`config.mk`:
```
export PLATFORM = sky130hd
export DESIGN_NAME = rst_seq
export DESIGN_NICKNAME = d
export VERILOG_FILES = /design/src/rtl/rst_seq.sv
export SDC_FILE = /design/constraint.sdc
export NUM_CORES = 1
export LEC_CHECK = 0
export CAP_MARGIN = 10
export CELL_PAD_IN_SITES_DETAIL_PLACEMENT = 1
export CELL_PAD_IN_SITES_GLOBAL_PLACEMENT = 1
export CORE_ASPECT_RATIO = 1.4
export CORE_MARGIN = 3
export CORE_UTILIZATION = 41
export CTS_CLUSTER_SIZE = 8
export DETAILED_ROUTE_END_ITERATION = 10
export PLACE_DENSITY_LB_ADDON = 0.1
export SLEW_MARGIN = 20
export SYNTH_ARGS = -nofsm -noshare
export SYNTH_HDL_FRONTEND = slang
export SYNTH_SLANG_ARGS = --single-unit
```
`constraint.sdc`:
```
create_clock -name clk -period 2.2 [get_ports clk]
set_input_delay 0.22 -clock clk [delete_from_list [all_inputs] [get_ports clk]]
set_output_delay 0.22 -clock clk [all_outputs]
set_load 0.01 [all_outputs]
```
`src/rtl/rst_seq.sv`:
```
// Reset sequencer: merges the external reset with maskable soft-reset
// requests, stretches the result and releases n_out resets in order.
//
// Ports:
//   clk            system clock
//   c_ex_rst       external reset, async assert, active high
//   c_user_rst     soft-reset requests (level or pulse), one per source
//   c_src_mask     per-source enable, 1 = enabled
//   c_cause_clr    synchronous clear of rst_cause
//   sys_rst        sequenced active-high resets, bit 0 released first
//   c_sys_rst_done high once every sys_rst bit is released
//   rst_cause      bit 0 = external, bit k+1 = soft source k
//   rst_cnt        saturating count of soft-reset events
module rst_seq #(
    parameter int n_src       = 2,
    parameter int n_out       = 3,
    parameter int stretch_cyc = 16,
    parameter int stagger_cyc = 4,
    parameter int cnt_bw      = 8
) (
    input  logic              clk,
    input  logic              c_ex_rst,
    input  logic [n_src-1:0]  c_user_rst,
    input  logic [n_src-1:0]  c_src_mask,
    input  logic              c_cause_clr,
    output logic [n_out-1:0]  sys_rst,
    output logic              c_sys_rst_done,
    output logic [n_src:0]    rst_cause,
    output logic [cnt_bw-1:0] rst_cnt
);

    localparam int cmax = (stretch_cyc > stagger_cyc) ? stretch_cyc
                                                      : stagger_cyc;
    localparam int cw = $clog2(cmax + 1);
    localparam int iw = $clog2(n_out + 1);

    localparam logic [cw-1:0]     str_last = cw'(stretch_cyc - 1);
    localparam logic [cw-1:0]     stg_last = cw'(stagger_cyc - 1);
    localparam logic [iw-1:0]     idx_last = iw'(n_out - 1);
    localparam logic [cnt_bw-1:0] cnt_max  = '1;

    typedef enum logic [1:0] {
        ASSERT,
        RELEASE,
        RUN
    } state_t;

    state_t state;
    state_t state_nx;

    logic [cw-1:0]     cnt;
    logic [cw-1:0]     cnt_nx;
    logic [iw-1:0]     idx;
    logic [iw-1:0]     idx_nx;
    logic [n_out-1:0]  sys_rst_nx;
    logic              done_nx;
    logic [n_src:0]    cause_nx;
    logic [n_src:0]    cause_base;
    logic [cnt_bw-1:0] rst_cnt_nx;
    logic [cnt_bw-1:0] rst_cnt_inc;

    logic [n_src-1:0]  hit;
    logic              req;

    assign hit = c_user_rst & c_src_mask;
    assign req = |hit;

    // A clear and a simultaneous request both act: the clear wipes
    // the old cause, the request's bits land on top of it.
    assign cause_base  = c_cause_clr ? '0 : rst_cause;
    assign rst_cnt_inc = (rst_cnt == cnt_max) ? rst_cnt
                                              : rst_cnt + cnt_bw'(1);

    always_ff @(posedge clk or posedge c_ex_rst) begin
        if (c_ex_rst) begin
            state          <= ASSERT;
            cnt            <= '0;
            idx            <= '0;
            sys_rst        <= '1;
            c_sys_rst_done <= 1'b0;
            rst_cause      <= (n_src + 1)'(1);
            rst_cnt        <= '0;
        end else begin
            state          <= state_nx;
            cnt            <= cnt_nx;
            idx            <= idx_nx;
            sys_rst        <= sys_rst_nx;
            c_sys_rst_done <= done_nx;
            rst_cause      <= cause_nx;
            rst_cnt        <= rst_cnt_nx;
        end
    end

    always_comb begin
        state_nx   = state;
        cnt_nx     = cnt;
        idx_nx     = idx;
        sys_rst_nx = sys_rst;
        done_nx    = c_sys_rst_done;
        cause_nx   = cause_base;
        rst_cnt_nx = rst_cnt;

        unique case (state)
            ASSERT: begin
                sys_rst_nx = '1;
                done_nx    = 1'b0;
                if (req) begin
                    // Restart the stretch; a held request counts once.
                    cnt_nx   = '0;
                    cause_nx = cause_base | {hit, 1'b0};
                end else if (cnt == str_last) begin
                    cnt_nx        = '0;
                    idx_nx        = iw'(1);
                    sys_rst_nx[0] = 1'b0;
                    if (n_out == 1) begin
                        state_nx = RUN;
                        done_nx  = 1'b1;
                    end else begin
                        state_nx = RELEASE;
                    end
                end else begin
                    cnt_nx = cnt + cw'(1);
                end
            end

            RELEASE: begin
                if (req) begin
                    state_nx   = ASSERT;
                    cnt_nx     = '0;
                    idx_nx     = '0;
                    sys_rst_nx = '1;
                    done_nx    = 1'b0;
                    cause_nx   = cause_base | {hit, 1'b0};
                    rst_cnt_nx = rst_cnt_inc;
                end else if (cnt == stg_last) begin
                    cnt_nx = '0;
                    for (int i = 0; i < n_out; i++) begin
                        if (iw'(i) == idx) begin
                            sys_rst_nx[i] = 1'b0;
                        end
                    end
                    if (idx == idx_last) begin
                        state_nx = RUN;
                        done_nx  = 1'b1;
                    end else begin
                        idx_nx = idx + iw'(1);
                    end
                end else begin
                    cnt_nx = cnt + cw'(1);
                end
            end

            RUN: begin
                if (req) begin
                    state_nx   = ASSERT;
                    cnt_nx     = '0;
                    idx_nx     = '0;
                    sys_rst_nx = '1;
                    done_nx    = 1'b0;
                    cause_nx   = {hit, 1'b0};
                    rst_cnt_nx = rst_cnt_inc;
                end
            end

            default: begin
                state_nx   = ASSERT;
                cnt_nx     = '0;
                idx_nx     = '0;
                sys_rst_nx = '1;
                done_nx    = 1'b0;
            end
        endcase
    end

endmodule

```
**Word-level counts from Yosys, hierarchy flattened**

Cells that the tools add are included.

- Bitwise gates (word level): 3
- Equality and inequality tests: 17
- Reduce and logical (&&, ||, !) cells: 12
- Mux-type cells: 35
- Add/subtract/negate cells: 3

Operators by type and width:

| kind | number |
|---|---|
| 5-bit 2-to-1 mux | 5 |
| 2-bit 2-to-1 mux | 9 |
| 3-bit 2-to-1 mux | 6 |
| 3-bit != test, second input constant | 6 |
| 5-bit one-hot mux with 3 select lines | 1 |
| 3-bit AND reduction | 5 |
| 2-bit one-hot mux with 3 select lines | 2 |
| 5-bit AND reduction | 2 |
| 1-bit 2-to-1 mux | 9 |
| 3-bit one-hot mux with 3 select lines | 1 |
| 8-bit by 1-bit adder with 8-bit output, second input constant | 1 |
| 8-bit == test, second input constant | 1 |
| 2-bit != test, second input constant | 3 |
| 3-bit one-hot mux with 2 select lines | 1 |
| 2-bit OR reduction | 3 |
| 5-bit by 1-bit adder with 5-bit output, second input constant | 1 |
| 5-bit by 2-bit == test with 1-bit output, second input constant | 1 |
| 5-bit by 4-bit == test with 1-bit output, second input constant | 1 |
| 2-bit == test, second input constant | 2 |
| 2-bit logical NOT | 2 |
| 3-bit bitwise OR | 1 |
| 2-bit by 1-bit adder with 2-bit output, second input constant | 1 |
| 2-bit AND | 1 |
| 1-bit by 2-bit == test with 1-bit output, first input constant | 1 |
| other kinds (4) | 4 |

- Register bits after elaboration: 24
- Bits of input ports: 7
- Output and inout bits: 15
- Logic and storage cells: 79

**Longest topological paths before layout**

- Depth in word-level cells: 5
- Gate-level depth with buffers: 8
- Mapped depth without buffers: 8

**Worst setup path before layout**

No wires, ideal clock.

- Path kind: reg2reg
- Start: register cnt[0]
- End: register idx[1]
- Setup slack: 0.387 ns
- Period minus slack after synthesis: 1.813 ns
- Library setup time: 0.121 ns
- Arrival time: 1.692 ns
- Data required time: 2.079 ns
- Stages on the path, launching flop included: 7
- Buffers on the path: 1
- Cell sequence: dfrtp_1 ha_1 or4b_4 buf_6 o211ai_4 o211ai_2 a22o_1

- Longest elaborated chain between the ends: 3
- Elaborated cells between the ends (all ways): 5
- Classes of those cells: 4 x eq/ne; 1 x reduce/logical

Ends and longest elaborated chain:

| what | line | RTL |
|---|---|---|
| start, declared | 51 | `logic [cw-1:0] cnt;` |
| start signal, assigned | 85 | `cnt <= cnt_nx;` |
| 5-bit by 2-bit == test with 1-bit output / 5-bit by 4-bit == test with 1-bit output (equally long branches) | 135, 111 |  |
| 3-bit != test (no source line) / 2-bit != test (equally long branches) | -- |  |
| 5-bit AND reduction (no source line) * | -- |  |
| end signal, assigned | 86 | `idx <= idx_nx;` |
| end, declared | 53 | `logic [iw-1:0] idx;` |

Mark *: on every way between the ends. The rest lies on a longest branch, timed or not.
A chain may end at the register's enable or synchronous reset.

**Worst setup path in the final report**

Ends and elaborated chain as after synthesis.

==> results_tabular.tex <==
\begin{tabular}{lr}
\hline
Metric & Value \\
\hline
\multicolumn{2}{l}{\textbf{Status}} \\
\quad Outcome & finished, final reports clean \\
\multicolumn{2}{l}{\textbf{STA}} \\
\quad Worst Max-Slew Pin Slew & 0.464 ns \\
\quad Worst slew slack as a fraction of its limit & 0.687 \\
\quad Total negative slack for setup checks & 0 ns \\
\quad Count of endpoints failing hold in the final timing report & 0 \\
\quad Post-route clock period utilization & 0.883 \\
\quad Time the final worst path needs with I/O delays and setup & 1.94 ns \\
\quad Slew Viols, Final & 0 \\
\quad Setup repair after global routing missed its margin & false \\
\quad F\_max & 0.515 GHz \\
\quad Minimum setup slack in the final design & 0.258 ns \\
\quad Largest clock skew in the final design & 0.00546 ns \\
\quad Finish-stage setup viols & 0 \\
\quad Hold slack final & 0.293 ns \\
\multicolumn{2}{l}{\textbf{Synthesis}} \\
\quad Synth area leader & sky130\_fd\_sc\_hd\_\_dfrtp\_1 \\
\quad Number of warnings printed during yosys synthesis & 0 \\
\quad Cell with the most instances after synthesis & sky130\_fd\_sc\_hd\_\_dfrtp\_1 \\
\quad Share of Yosys cell area claimed by the top area cell type & 0.353 \\
\quad Mean Syn Cell Area & 9.72 um\^{}2 \\
\quad Synthesized cell area & 0.00142 mm\^{}2 \\
\quad Cell count after synthesis & 146 \\
\quad Top flip-flop cell by instance count after synthesis & sky130\_fd\_sc\_hd\_\_dfrtp\_1 \\
\quad Synth async-reset ratio & 1.00 \\
\quad Top area cells in the synthesized netlist & sky130\_fd\_sc\_hd\_\_dfrtp\_1 (35\%), sky130\_fd\_sc\_hd\_\_ha\_1 (9.7\%), sky130\_fd\_sc\_hd\_\_dfstp\_2 (7.4\%), sky130\_fd\_sc\_hd\_\_inv\_1 (3.4\%), sky130\_fd\_sc\_hd\_\_nand2\_1 (3.2\%) \\
\quad Net count of the mapped netlist & 164 \\
\quad Post-synthesis sequential area ratio & 0.427 \\
\quad Most common library cells after synthesis & sky130\_fd\_sc\_hd\_\_dfrtp\_1 (20), sky130\_fd\_sc\_hd\_\_inv\_1 (13), sky130\_fd\_sc\_hd\_\_nand2\_1 (12) \\
\quad Number of synthesized flops with an enable pin & 0 \\
\quad Flop and latch count out of synthesis & 24 \\
\quad Library cells used by synthesis & 41 \\
\multicolumn{2}{l}{\textbf{Critical path}} \\
\quad Crit-path cells & ha\_1, or4b\_4, o211ai\_4, o211ai\_2, a22o\_1 \\
\quad Largest stage delay, worst path & 0.55 ns \\
\quad Element type at the critical path start & flip-flop \\
\quad Crit path kind & reg -> reg \\
\quad Standard cell with the maximum stage delay on the critical path & sky130\_fd\_sc\_hd\_\_or4b\_4 \\
\quad Maximum net fanout on the critical path & 7 \\
\quad Crit end category & flip-flop \\
\quad Worst Path Arrival & 2.11 ns \\
\quad Worst endpoint required time & 2.36 ns \\
\multicolumn{2}{l}{\textbf{Global route}} \\
\quad Number of antenna violations at the first check in global routing & 0 \\
\quad Largest net degree at the start of global routing & 25 \\
\quad Vias in the first global route & 1,314 \\
\quad Global route overflow & 0 \\
\quad Wire length of the first global-routing pass & 6080 um \\
\quad Global-route usage over all layers & 0.191 \\
\multicolumn{2}{l}{\textbf{Clock network}} \\
\quad Total setup buffers inserted after CTS & 0 \\
\quad Worst-skew pair later-pin latency & 0.27 ns \\
\quad Number of buffers created by CTS & 3 \\
\quad Max H-tree Level & 1 \\
\quad Clock root buffer master & sky130\_fd\_sc\_hd\_\_clkbuf\_8 \\
\quad Number of instances resized during post-cts repair & 0 \\
\quad Hold buffer count at cts & 0 \\
\quad CTS tree & yes \\
\quad CTS sink cnt & 24 \\
\quad CTS max path bufs & 2 \\
\quad Clock input transition at the sequential cells of the worst setup and hold paths & 0.09 ns \\
\multicolumn{2}{l}{\textbf{Flow run}} \\
\quad MaxCap Viol Count & 0 \\
\multicolumn{2}{l}{\textbf{Floorplanning}} \\
\quad Die Outline Area & 0.00421 mm\^{}2 \\
\quad Starting density of the core & 0.442 \\
\quad Io pins & 22 \\
\quad Core outline area & 0.00321 mm\^{}2 \\
\quad Die span in y & 75.6 um \\
\quad Horizontal die dimension & 55.7 um \\
\quad Site Rows & 24 \\
\multicolumn{2}{l}{\textbf{Cells and area}} \\
\quad Core utilization of the finished layout & 0.536 \\
\quad Antenna diode count & 0 \\
\quad Final standard cell count with taps included and fillers excluded & 208 \\
\quad Layout overhead on the synthesized area & 21.3\% \\
\quad Fraction of final layout cells sized beyond drive strength 1 & 0.107 \\
\quad Final nets & 188 \\
\quad Final cell area excluding filler cells & 0.00172 mm\^{}2 \\
\multicolumn{2}{l}{\textbf{Power and ir drop}} \\
\quad Clock network power share & 0.162 \\
\quad Switching part of the total & 0.390 \\
\quad Internal Dissipation & 1.04 mW \\
\quad Tot Pwr & 1.71 mW \\
\quad Power per cell area & 994 mW/mm\^{}2 \\
\quad Net Switching & 667 uW \\
\quad Logic pwr share & 0.446 \\
\quad Sequential cell fraction of total power & 0.392 \\
\quad Peak supply drop & 563 uV \\
\quad Leakage Power & 0.771 nW \\
\multicolumn{2}{l}{\textbf{Place}} \\
\quad Inst Count DP & 204 \\
\quad Port Buffers & 21 \\
\quad Placement-stage worst setup slack & 0.198 ns \\
\quad HPWL reported at the end of detailed placement & 2650 um \\
\quad GPL Wtd Cong & 0.805 \\
\quad Area post-placement & 0.00168 mm\^{}2 \\
\multicolumn{2}{l}{\textbf{Detailed routing}} \\
\quad Wirelength, routed & 3500 um \\
\quad Drt first-iter violations & 16 \\
\quad Remaining number of nets flagged by the antenna check after routing & 0 \\
\quad DRC violations left & 0 \\
\quad Vias per inst & 5.54 \\
\quad Routed via count & 1,153 \\
\quad DRT Pass-1 Iters & 4 \\
\quad Post-DR wirelength/cell & 16.8 um \\
\multicolumn{2}{l}{\textbf{Hold path}} \\
\quad Class of the most critical hold timing path & in -> async \\
\hline
\end{tabular}
## worst max-delay path: cells and delay by family (launching register included)
kind                     cells  cell delay, ns
AO/OA/AOI/OAI                3            0.68
AND/OR/NAND/NOR              1            0.55
flip-flops                   1            0.40
adder cells (fa/ha/maj)      1            0.22
## flip-flops by register name (all words and copies together) (netlist names)
name	count
rst_cnt	8
idx	2
state	2
c_sys_rst_done	1
sys_rst	3
rst_cause	3
cnt	5
## final cells by class
| class | instances | area [um^2] |
|---|---|---|
| fillers | 365 | 1490 |
| multi-input cells | 103 | 733 |
| flip-flops and latches | 24 | 606 |
| repair buffers | 25 | 240 |
| inverters | 13 | 48.8 |
| well taps | 39 | 48.8 |
| clock buffers | 4 | 45.0 |
## power groups by stage
stage | sequential (mW) | clock [mW] | combinational, mW
2_1_floorplan | 0.686 | 0 | 0.463
3_3_place_gp | 0.668 | 0 | 0.743
3_5_place_dp | 0.678 | 0 | 0.768
4_1_cts | 0.673 | 0.289 | 0.775
5_1_grt | 0.688 | 0.312 | 0.857
6_report | 0.671 | 0.277 | 0.763
## placed cells by master (no fill, tap or decap), types with 3 or more instances in the layout
master / Yosys / final
sky130_fd_sc_hd__a21oi_1: 7 / 7
sky130_fd_sc_hd__a22o_1: 4 / 4
sky130_fd_sc_hd__a22oi_1: 4 / 4
sky130_fd_sc_hd__buf_4: 0 / 4
sky130_fd_sc_hd__clkbuf_8: 0 / 3
sky130_fd_sc_hd__clkdlybuf4s50_1: 0 / 21
sky130_fd_sc_hd__dfrtp_1: 20 / 20
sky130_fd_sc_hd__dfstp_2: 4 / 4
sky130_fd_sc_hd__ha_1: 11 / 11
sky130_fd_sc_hd__inv_1: 13 / 13
sky130_fd_sc_hd__nand2_1: 12 / 12
sky130_fd_sc_hd__nand3_1: 5 / 5
sky130_fd_sc_hd__nor2_1: 6 / 6
sky130_fd_sc_hd__nor2b_1: 7 / 7
sky130_fd_sc_hd__nor3_1: 4 / 4
sky130_fd_sc_hd__nor4_1: 4 / 4
sky130_fd_sc_hd__o21ai_1: 4 / 4
sky130_fd_sc_hd__xnor2_1: 3 / 3
sky130_fd_sc_hd__xor2_1: 4 / 4
## kinds of logic (layout without fill, tap and decap cells)
family / Yosys count / count (layout) / synth area share
AND/OR/NAND/NOR: 49 / 49 / 0.183
AO/OA/AOI/OAI: 35 / 35 / 0.185
flip-flops: 24 / 24 / 0.427
buffers and inverters: 19 / 42 / 0.0564
adder cells (fa/ha/maj): 11 / 11 / 0.0970
XOR/XNOR: 7 / 7 / 0.0432
multiplexers: 1 / 1 / 0.00794
## worst paths after layout
kind | from | to | slack [ns] | depth (start not counted)
worst max-delay path | cnt[0] | idx[1] | 0.26 | 5
worst max register to register | cnt[0] | idx[1] | 0.26 | 5
min in group clk | sys_rst[1] | sys_rst[1] | 0.48 | 2
worst min register to register | sys_rst[1] | sys_rst[1] | 0.48 | 2
max in group asynchronous | c_ex_rst | sys_rst[1] | 1.62 | 3
worst min-delay path | c_ex_rst | rst_cause[1] | 0.29 | 3
## metal layers
metal,GRT usage,wire [um],up-vias,share of wire
li1,-,-,559,-
met1,0.206,1430,570,0.41
met2,0.367,1910,17,0.55
met3,0.0186,66,7,0.019
met4,0.108,85,0,0.024
met5,0,0,-,0
No activity file was read; power rests on OpenSTA's default activity.
